### config.mk
export PLATFORM = sky130hd
export DESIGN_NAME = uart_cmd_parser
export DESIGN_NICKNAME = d
export VERILOG_FILES = /design/src/rtl/uart_cmd_parser.sv
export SDC_FILE = /design/constraint.sdc
export NUM_CORES = 1
export LEC_CHECK = 0
export CORE_ASPECT_RATIO = 1.5
export CORE_MARGIN = 10
export CORE_UTILIZATION = 55
export CTS_BUF_LIST = sky130_fd_sc_hd__clkbuf_8
export DETAILED_ROUTE_END_ITERATION = 12
export PLACE_DENSITY = 0.84
export RECOVER_POWER = 100
export SYNTH_ARGS = -nofsm -noshare
export SYNTH_HDL_FRONTEND = slang
export SYNTH_SLANG_ARGS = --single-unit
### constraint.sdc
create_clock -name clock -period 5.6 [get_ports clock]
set_input_delay 1.68 -clock clock [delete_from_list [all_inputs] [get_ports clock]]
set_output_delay 1.68 -clock clock [all_outputs]
set_load 0.03 [all_outputs]
### src/rtl/uart_cmd_parser.sv
// ---------------------------------------------------------------------------
// uart_cmd_parser
//
// Consumes the uart_done/uart_data byte stream from the UART receiver and
// assembles fixed 5-byte command frames:  HEADER, CMD, ARG, CHK, TAIL.
// A frame whose tail matches and whose CHK equals CMD ^ ARG produces a
// one-cycle cmd_valid strobe with cmd_code/cmd_arg loaded. Rejected frames
// produce a one-cycle frame_err strobe with the reason in err_code.
//
// Ports
//   clock      in   system clock (24 MHz)
//   reset      in   asynchronous reset, active-high
//   uart_done  in   receiver byte-done level (high for several cycles/byte)
//   uart_data  in   received byte, valid while uart_done is high
//   cmd_valid  out  one-cycle pulse: valid frame completed
//   cmd_code   out  CMD byte of the last valid frame
//   cmd_arg    out  ARG byte of the last valid frame
//   frame_err  out  one-cycle pulse: frame rejected
//   err_code   out  last rejection reason: 01 checksum, 10 tail, 11 timeout
//   busy       out  high while a frame is being assembled
// ---------------------------------------------------------------------------
module uart_cmd_parser #(
    parameter logic [7:0]  HEADER      = 8'hAA,
    parameter logic [7:0]  TAIL        = 8'h55,
    parameter int unsigned TIMEOUT_CYC = 48000
) (
    input  logic       clock,
    input  logic       reset,
    input  logic       uart_done,
    input  logic [7:0] uart_data,
    output logic       cmd_valid,
    output logic [7:0] cmd_code,
    output logic [7:0] cmd_arg,
    output logic       frame_err,
    output logic [1:0] err_code,
    output logic       busy
);

    localparam logic [1:0]  ERR_CHK  = 2'b01;
    localparam logic [1:0]  ERR_TAIL = 2'b10;
    localparam logic [1:0]  ERR_TMO  = 2'b11;
    localparam logic [15:0] TERM_CNT = 16'(TIMEOUT_CYC - 1);

    typedef enum logic [2:0] {
        IDLE,
        GET_CMD,
        GET_ARG,
        GET_CHK,
        GET_TAIL
    } state_t;

    state_t      state;
    logic        done_d;
    logic        byte_stb;
    logic [15:0] tmo_cnt;
    logic [7:0]  cmd_tmp;
    logic [7:0]  arg_tmp;
    logic        chk_ok;

    // uart_done is a level; only its rising edge carries a new byte.
    always_comb begin
        byte_stb = uart_done & ~done_d;
    end

    always_ff @(posedge clock or posedge reset) begin
        if (reset) begin
            state     <= IDLE;
            done_d    <= 1'b0;
            tmo_cnt   <= '0;
            cmd_tmp   <= '0;
            arg_tmp   <= '0;
            chk_ok    <= 1'b0;
            cmd_valid <= 1'b0;
            cmd_code  <= '0;
            cmd_arg   <= '0;
            frame_err <= 1'b0;
            err_code  <= '0;
            busy      <= 1'b0;
        end else begin
            done_d    <= uart_done;
            cmd_valid <= 1'b0;
            frame_err <= 1'b0;

            if (state == IDLE) begin
                tmo_cnt <= '0;
            end else begin
                tmo_cnt <= tmo_cnt + 16'd1;
            end

            if (byte_stb) begin
                // A byte arriving on the terminal count still wins.
                tmo_cnt <= '0;
                case (state)
                    IDLE: begin
                        if (uart_data == HEADER) begin
                            state <= GET_CMD;
                            busy  <= 1'b1;
                        end
                    end
                    GET_CMD: begin
                        cmd_tmp <= uart_data;
                        state   <= GET_ARG;
                    end
                    GET_ARG: begin
                        arg_tmp <= uart_data;
                        state   <= GET_CHK;
                    end
                    GET_CHK: begin
                        chk_ok <= (uart_data == (cmd_tmp ^ arg_tmp));
                        state  <= GET_TAIL;
                    end
                    GET_TAIL: begin
                        state <= IDLE;
                        busy  <= 1'b0;
                        // Tail mismatch is reported ahead of a checksum mismatch.
                        if (uart_data != TAIL) begin
                            frame_err <= 1'b1;
                            err_code  <= ERR_TAIL;
                        end else if (!chk_ok) begin
                            frame_err <= 1'b1;
                            err_code  <= ERR_CHK;
                        end else begin
                            cmd_valid <= 1'b1;
                            cmd_code  <= cmd_tmp;
                            cmd_arg   <= arg_tmp;
                        end
                    end
                    default: begin
                        state <= IDLE;
                        busy  <= 1'b0;
                    end
                endcase
            end else if ((state != IDLE) && (tmo_cnt == TERM_CNT)) begin
                state     <= IDLE;
                busy      <= 1'b0;
                tmo_cnt   <= '0;
                frame_err <= 1'b1;
                err_code  <= ERR_TMO;
            end
        end
    end

endmodule

# [After elaboration in Yosys (flattened, before gate mapping)]
# Index checks and enable logic that the tools add are counted.
[totals] reg_bits=58 word_cells=66 out_inout_bits=21
[op_classes] addsub=1 n_eq_ne=12 n_mux=25 reduce_logical=12 n_bitwise=4
[op_table] op="two-way mux 16 bit" count=3
[op_table] op="adder 16 x 1 -> 16 bit (second input constant)" count=1
[op_table] op="equality test 16 bit (second input constant)" count=1
[op_table] op="two-way mux 1 bit" count=12
[op_table] op="one-hot mux 3 bit (4 select lines)" count=1
[op_table] op="two-way mux 2 bit" count=5
[op_table] op="two-way mux 3 bit" count=3
[op_table] op="equality test 8 bit" count=1
[op_table] op="equality test 8 bit (second input constant)" count=1
[op_table] op="!= test 8 x 7 -> 1 bit (second input constant)" count=1
[op_table] op="AND reduction 2 bit" count=4
[op_table] op="XOR 8 bit" count=1
[op_table] op="equality test 3 x 2 -> 1 bit (second input constant)" count=2
[op_table] op="!= test 3 x 2 -> 1 bit (second input constant)" count=2
[op_table] op="AND reduction 3 bit" count=2
[op_table] op="AND reduction 4 bit" count=1
[op_table] op="equality test 3 x 1 -> 1 bit (second input constant)" count=1
[op_table] op="equality test 3 bit (second input constant)" count=1
[op_table] op="logical NOT 3 bit" count=1
[op_table] op="nonzero test 3 bit" count=1
[op_table] op="OR reduction 3 bit" count=1
[op_table] op="!= test 2 x 1 -> 1 bit (second input constant)" count=1
[op_table] op="!= test 2 bit (second input constant)" count=1
[op_table] op="NOT 1 bit" count=2
[op_table] op="4 further kinds" count=4

# [Longest topological paths before layout]
[depth] depth_word=4 depth_mapped=6 mapped_depth_nobuf=5

# [Worst setup path before layout]
# Ideal clock, no wire load.
[synth_path] path_kind="input port to flip-flop" start="input uart_data[1]" end="register cmd_arg[0]" slack_ps=2451 path_stages=5 setup_ps=125 required_time_ps=5475 t_arrival_ps=3024 path_cell_list="nand4b_2 -> nor4_4 -> nor3b_4 -> buf_12 -> mux2_4"
[synth_between] elab_chain_len=3
[synth_lines] element="start: declaration" line_no="30" rtl="input logic [7:0] uart_data,"
[synth_lines] element="!= test 8 x 7 -> 1 bit" line_no="116" rtl="if (uart_data != TAIL) begin"
[synth_lines] element="NOT 1 bit (no source line)"
[synth_lines] element="AND reduction 4 bit (no source line)"
[synth_lines] element="end signal: assignment" line_no="125" rtl="cmd_arg <= arg_tmp;"
[synth_lines] element="end: declaration" line_no="33" rtl="output logic [7:0] cmd_arg,"
# No other way between the ends.
# A chain may end at the register's enable or synchronous reset.

# [Worst setup path after layout]
[layout_path] start="input uart_done" end="register cmd_code[5]"
[layout_between] elab_chain_len=2
[layout_lines] element="start: declaration" line_no="29" rtl="input logic uart_done,"
[layout_lines] element="bitwise AND 1 bit" line_no="62" rtl="byte_stb = uart_done & ~done_d;"
[layout_lines] element="AND reduction 4 bit (no source line)"
[layout_lines] element="end signal: assignment" line_no="124" rtl="cmd_code <= cmd_tmp;"
[layout_lines] element="end: declaration" line_no="32" rtl="output logic [7:0] cmd_code,"
# No other way between the ends.

==> impl_metrics.yaml <==
run_status:
  status: "complete, but fails checks"
  violations: "capacitance limit, slew limit"
synth:
  synth_cell_type_count: 38
  synth-edff-count: 0
  syn_avg_cell_area_sq_um: 12.6
  synth_area_sq_mm: 0.00268
  async_flop_share_pct: 100
  yosysWarnings: 0
  seq_area_frac_synth_pct: 54.3
  syn_nets: 224
  ys.flop_type: "dfrtp_1"
  ys_seq_elements: 58
  syn-instance-count: 212
sta:
  finalCriticalPeriod_ns: 4.20
  hold_viol_final: 0
  rsz0062_at_grt: "false"
  setup_tns_ns: 0
  final_max_slew_viol_count: 36
  fmax_ghz: 0.238
  max_slew_margin_pct: -21.6
  setup_viol: 0
  min_period_over_period_pct: 75.0
  fin_skew_ns: 0.00651
  tightest_slew_ns: 1.82
global_route:
  antenna_found_initial: 0
  grt_max_degree: 36
  gr-total-overflow: 0
  grt_pass1_wl_um: 9210
  grt_pass1_vias: 1936
  grt_usage_pct: 14.2
clock_network:
  cts_sinks: 58
  cts_hold_buf: 0
  clock_path_buffers: 2
  clock_latency_ns: 0.33
  cts-buffers-inserted: 9
  clockRootBuffer: "clkbuf_8"
  tritoncts: "built"
  htreeDepth: 3
  cts_repair_resize_count: 0
  cts_setup_buffers: 0
  clk_pin_slew_ns: 0.06
power:
  leakagePower_nw: 1.43
  power.total_w: 0.00118
  pwr_density_cell_mw_per_mm2: 377
  peakVddDrop_v: 0.000298
route:
  drt_first_pass_iters: 5
  vias_per_cell: 5.45
  route.detailed.wl_per_inst_um: 16.4
  drt_iter0_drc: 59
  ant_nets: 0
  wl_um: 5210
  vias: 1734
  drc: 0
worst_setup_path:
  r2r-start: "done_d"
  timing.reg2reg.setup_slack_ns: 2.95
  cp-end-kind: "flop"
  slowest_delay_ns: 1.07
  crit_required_ns: 5.81
  cp.arrival_ns: 4.42
  worst-path-max-fanout: 17
  rr_endpoint: "cmd_code[5]"
  r2r_cells: 4
  start_kind: "input pin"
  slowest_stage: "nor3b_2"
  path_class: "in2reg"
  crit_chain: "dlygate4sd3_1 > nor2b_1 > nand3_1 > nor3b_2 > mux2_2"
worst_hold_path:
  hold_path_class: "reg2reg"
  min-delay-start: "tmo_cnt[0]"
  min_to: "tmo_cnt[0]"
  hold_path_depth: 1
floorplanning:
  die_h_um: 105
  die_w_um: 76.9
  ios: 32
  core_sq_mm: 0.00477
  die-area_sq_mm: 0.00811
  initial_utilization_pct: 56.1
  rows: 31
final_layout:
  n_antenna_cell: 0
  fin_nets: 262
  final_layout_size_suffix_gt1_share_pct: 16.7
  synthToLayoutAreaGrowth_pct: 17.4
place:
  place_congestion: 0.793
  dp_hpwl_um: 3760
  port_buffers: 31
run:
  cap_violations: 1
## stage by stage
step,cell area (sq um),setup slack [ns],instances,hold WS (ns),utilization (%)
finish,3140,1.40,318,0.479,65.9
floorplan,2680,2.45,212,0.455,-
CTS,3190,1.64,318,0.484,66.8
global placement,3030,1.34,305,0.473,63.5
global route,3140,0.980,318,0.507,65.9
detailed placement,3030,1.28,305,0.476,63.5
## power breakdown
part	switching, W	internal (W)	total (W)	leakage [nW]
registers	0.0000765	0.000498	0.000575	0.778
logic	0.000144	0.000147	0.000291	0.560
clock network	0.000143	0.000174	0.000317	0.0897
## cells by family after synthesis
kind of cell / after synthesis / share of synthesized area [%]
AND/OR/NAND/NOR: 65 / 13.9
buffers and inverters: 11 / 2.57
flip-flops: 58 / 54.3
AO/OA/AOI/OAI: 13 / 3.51
multiplexers: 33 / 15.2
XOR/XNOR: 31 / 10.1
adder cells (fa/ha/maj): 1 / 0.468
## synth_stat cells, types with 3 or more instances
cell type,number,area [sq um]
dfrtp_1,58,1450
mux2_2,24,270
nor2_1,20,75.1
xnor2_1,20,175
xor2_1,11,96.3
mux2_4,9,135
nand3_1,8,40.0
nor4_1,7,43.8
inv_1,6,22.5
nor3_1,6,30.0
nand2_1,5,18.8
nand4_1,5,31.3
buf_2,3,15.0
## routing by layer
layer | global-route usage, % | wire, um | up-vias
met1 | 15.0 | 2050 | 861
met3 | 4.51 | 245 | 13
met2 | 24.4 | 2830 | 39
met5 | 0 | 0 | -
li1 | - | - | 821
met4 | 8.00 | 93 | 0
## flip-flops by register name (all words and copies together) (netlist names), 2 cells and up
register and count:
err_code 2, arg_tmp 8, tmo_cnt 16, cmd_arg 8
cmd_code 8, state 3, cmd_tmp 8
## area by class of cell
cell class,instances,area (sq um)
well taps,66,82.6
inverters,6,22.5
multi-input cells,143,1110
repair buffers,32,314
flip-flops and latches,58,1450
fillers,382,1630
clock inverters,2,7.51
clock buffers,11,151
## cells in the final DEF, fill, tap and decap left out, types with 2 or more instances in the layout
| cell type | count |
|---|---|
| clkdlybuf4s50_1 | 7 |
| nand3b_1 | 2 |
| nor2_1 | 21 |
| a21oi_1 | 2 |
| xor2_1 | 11 |
| o21ai_0 | 2 |
| nor3_1 | 6 |
| nand4_1 | 5 |
| clkbuf_8 | 11 |
| nand2_1 | 5 |
| o21a_1 | 2 |
| mux2_2 | 26 |
| dfrtp_1 | 58 |
| inv_1 | 8 |
| xnor2_1 | 20 |
| nand3_1 | 8 |
| mux2_1 | 7 |
| nor4_1 | 7 |
| nand2b_1 | 2 |
| dlygate4sd3_1 | 24 |
## worst max-delay path: cells and delay by family
family | cells | cell delay (ns)
simple gates | 3 | 1.74
buf+inv | 1 | 0.55
mux | 1 | 0.43
## how the worst max path moves through the flow
stage / start / to / slack, ns / cells after the start
after floorplan: uart_data[1] / cmd_arg[0] / 2.45 / 5
after global placement: uart_done / cmd_code[0] / 1.34 / 5
after detailed placement: uart_done / cmd_code[6] / 1.28 / 5
after CTS: uart_done / cmd_code[6] / 1.64 / 5
after global routing: reset / arg_tmp[6] / 0.98 / 3
final: uart_done / cmd_code[5] / 1.40 / 5
Note: power is estimated with default switching activity, not from simulation.
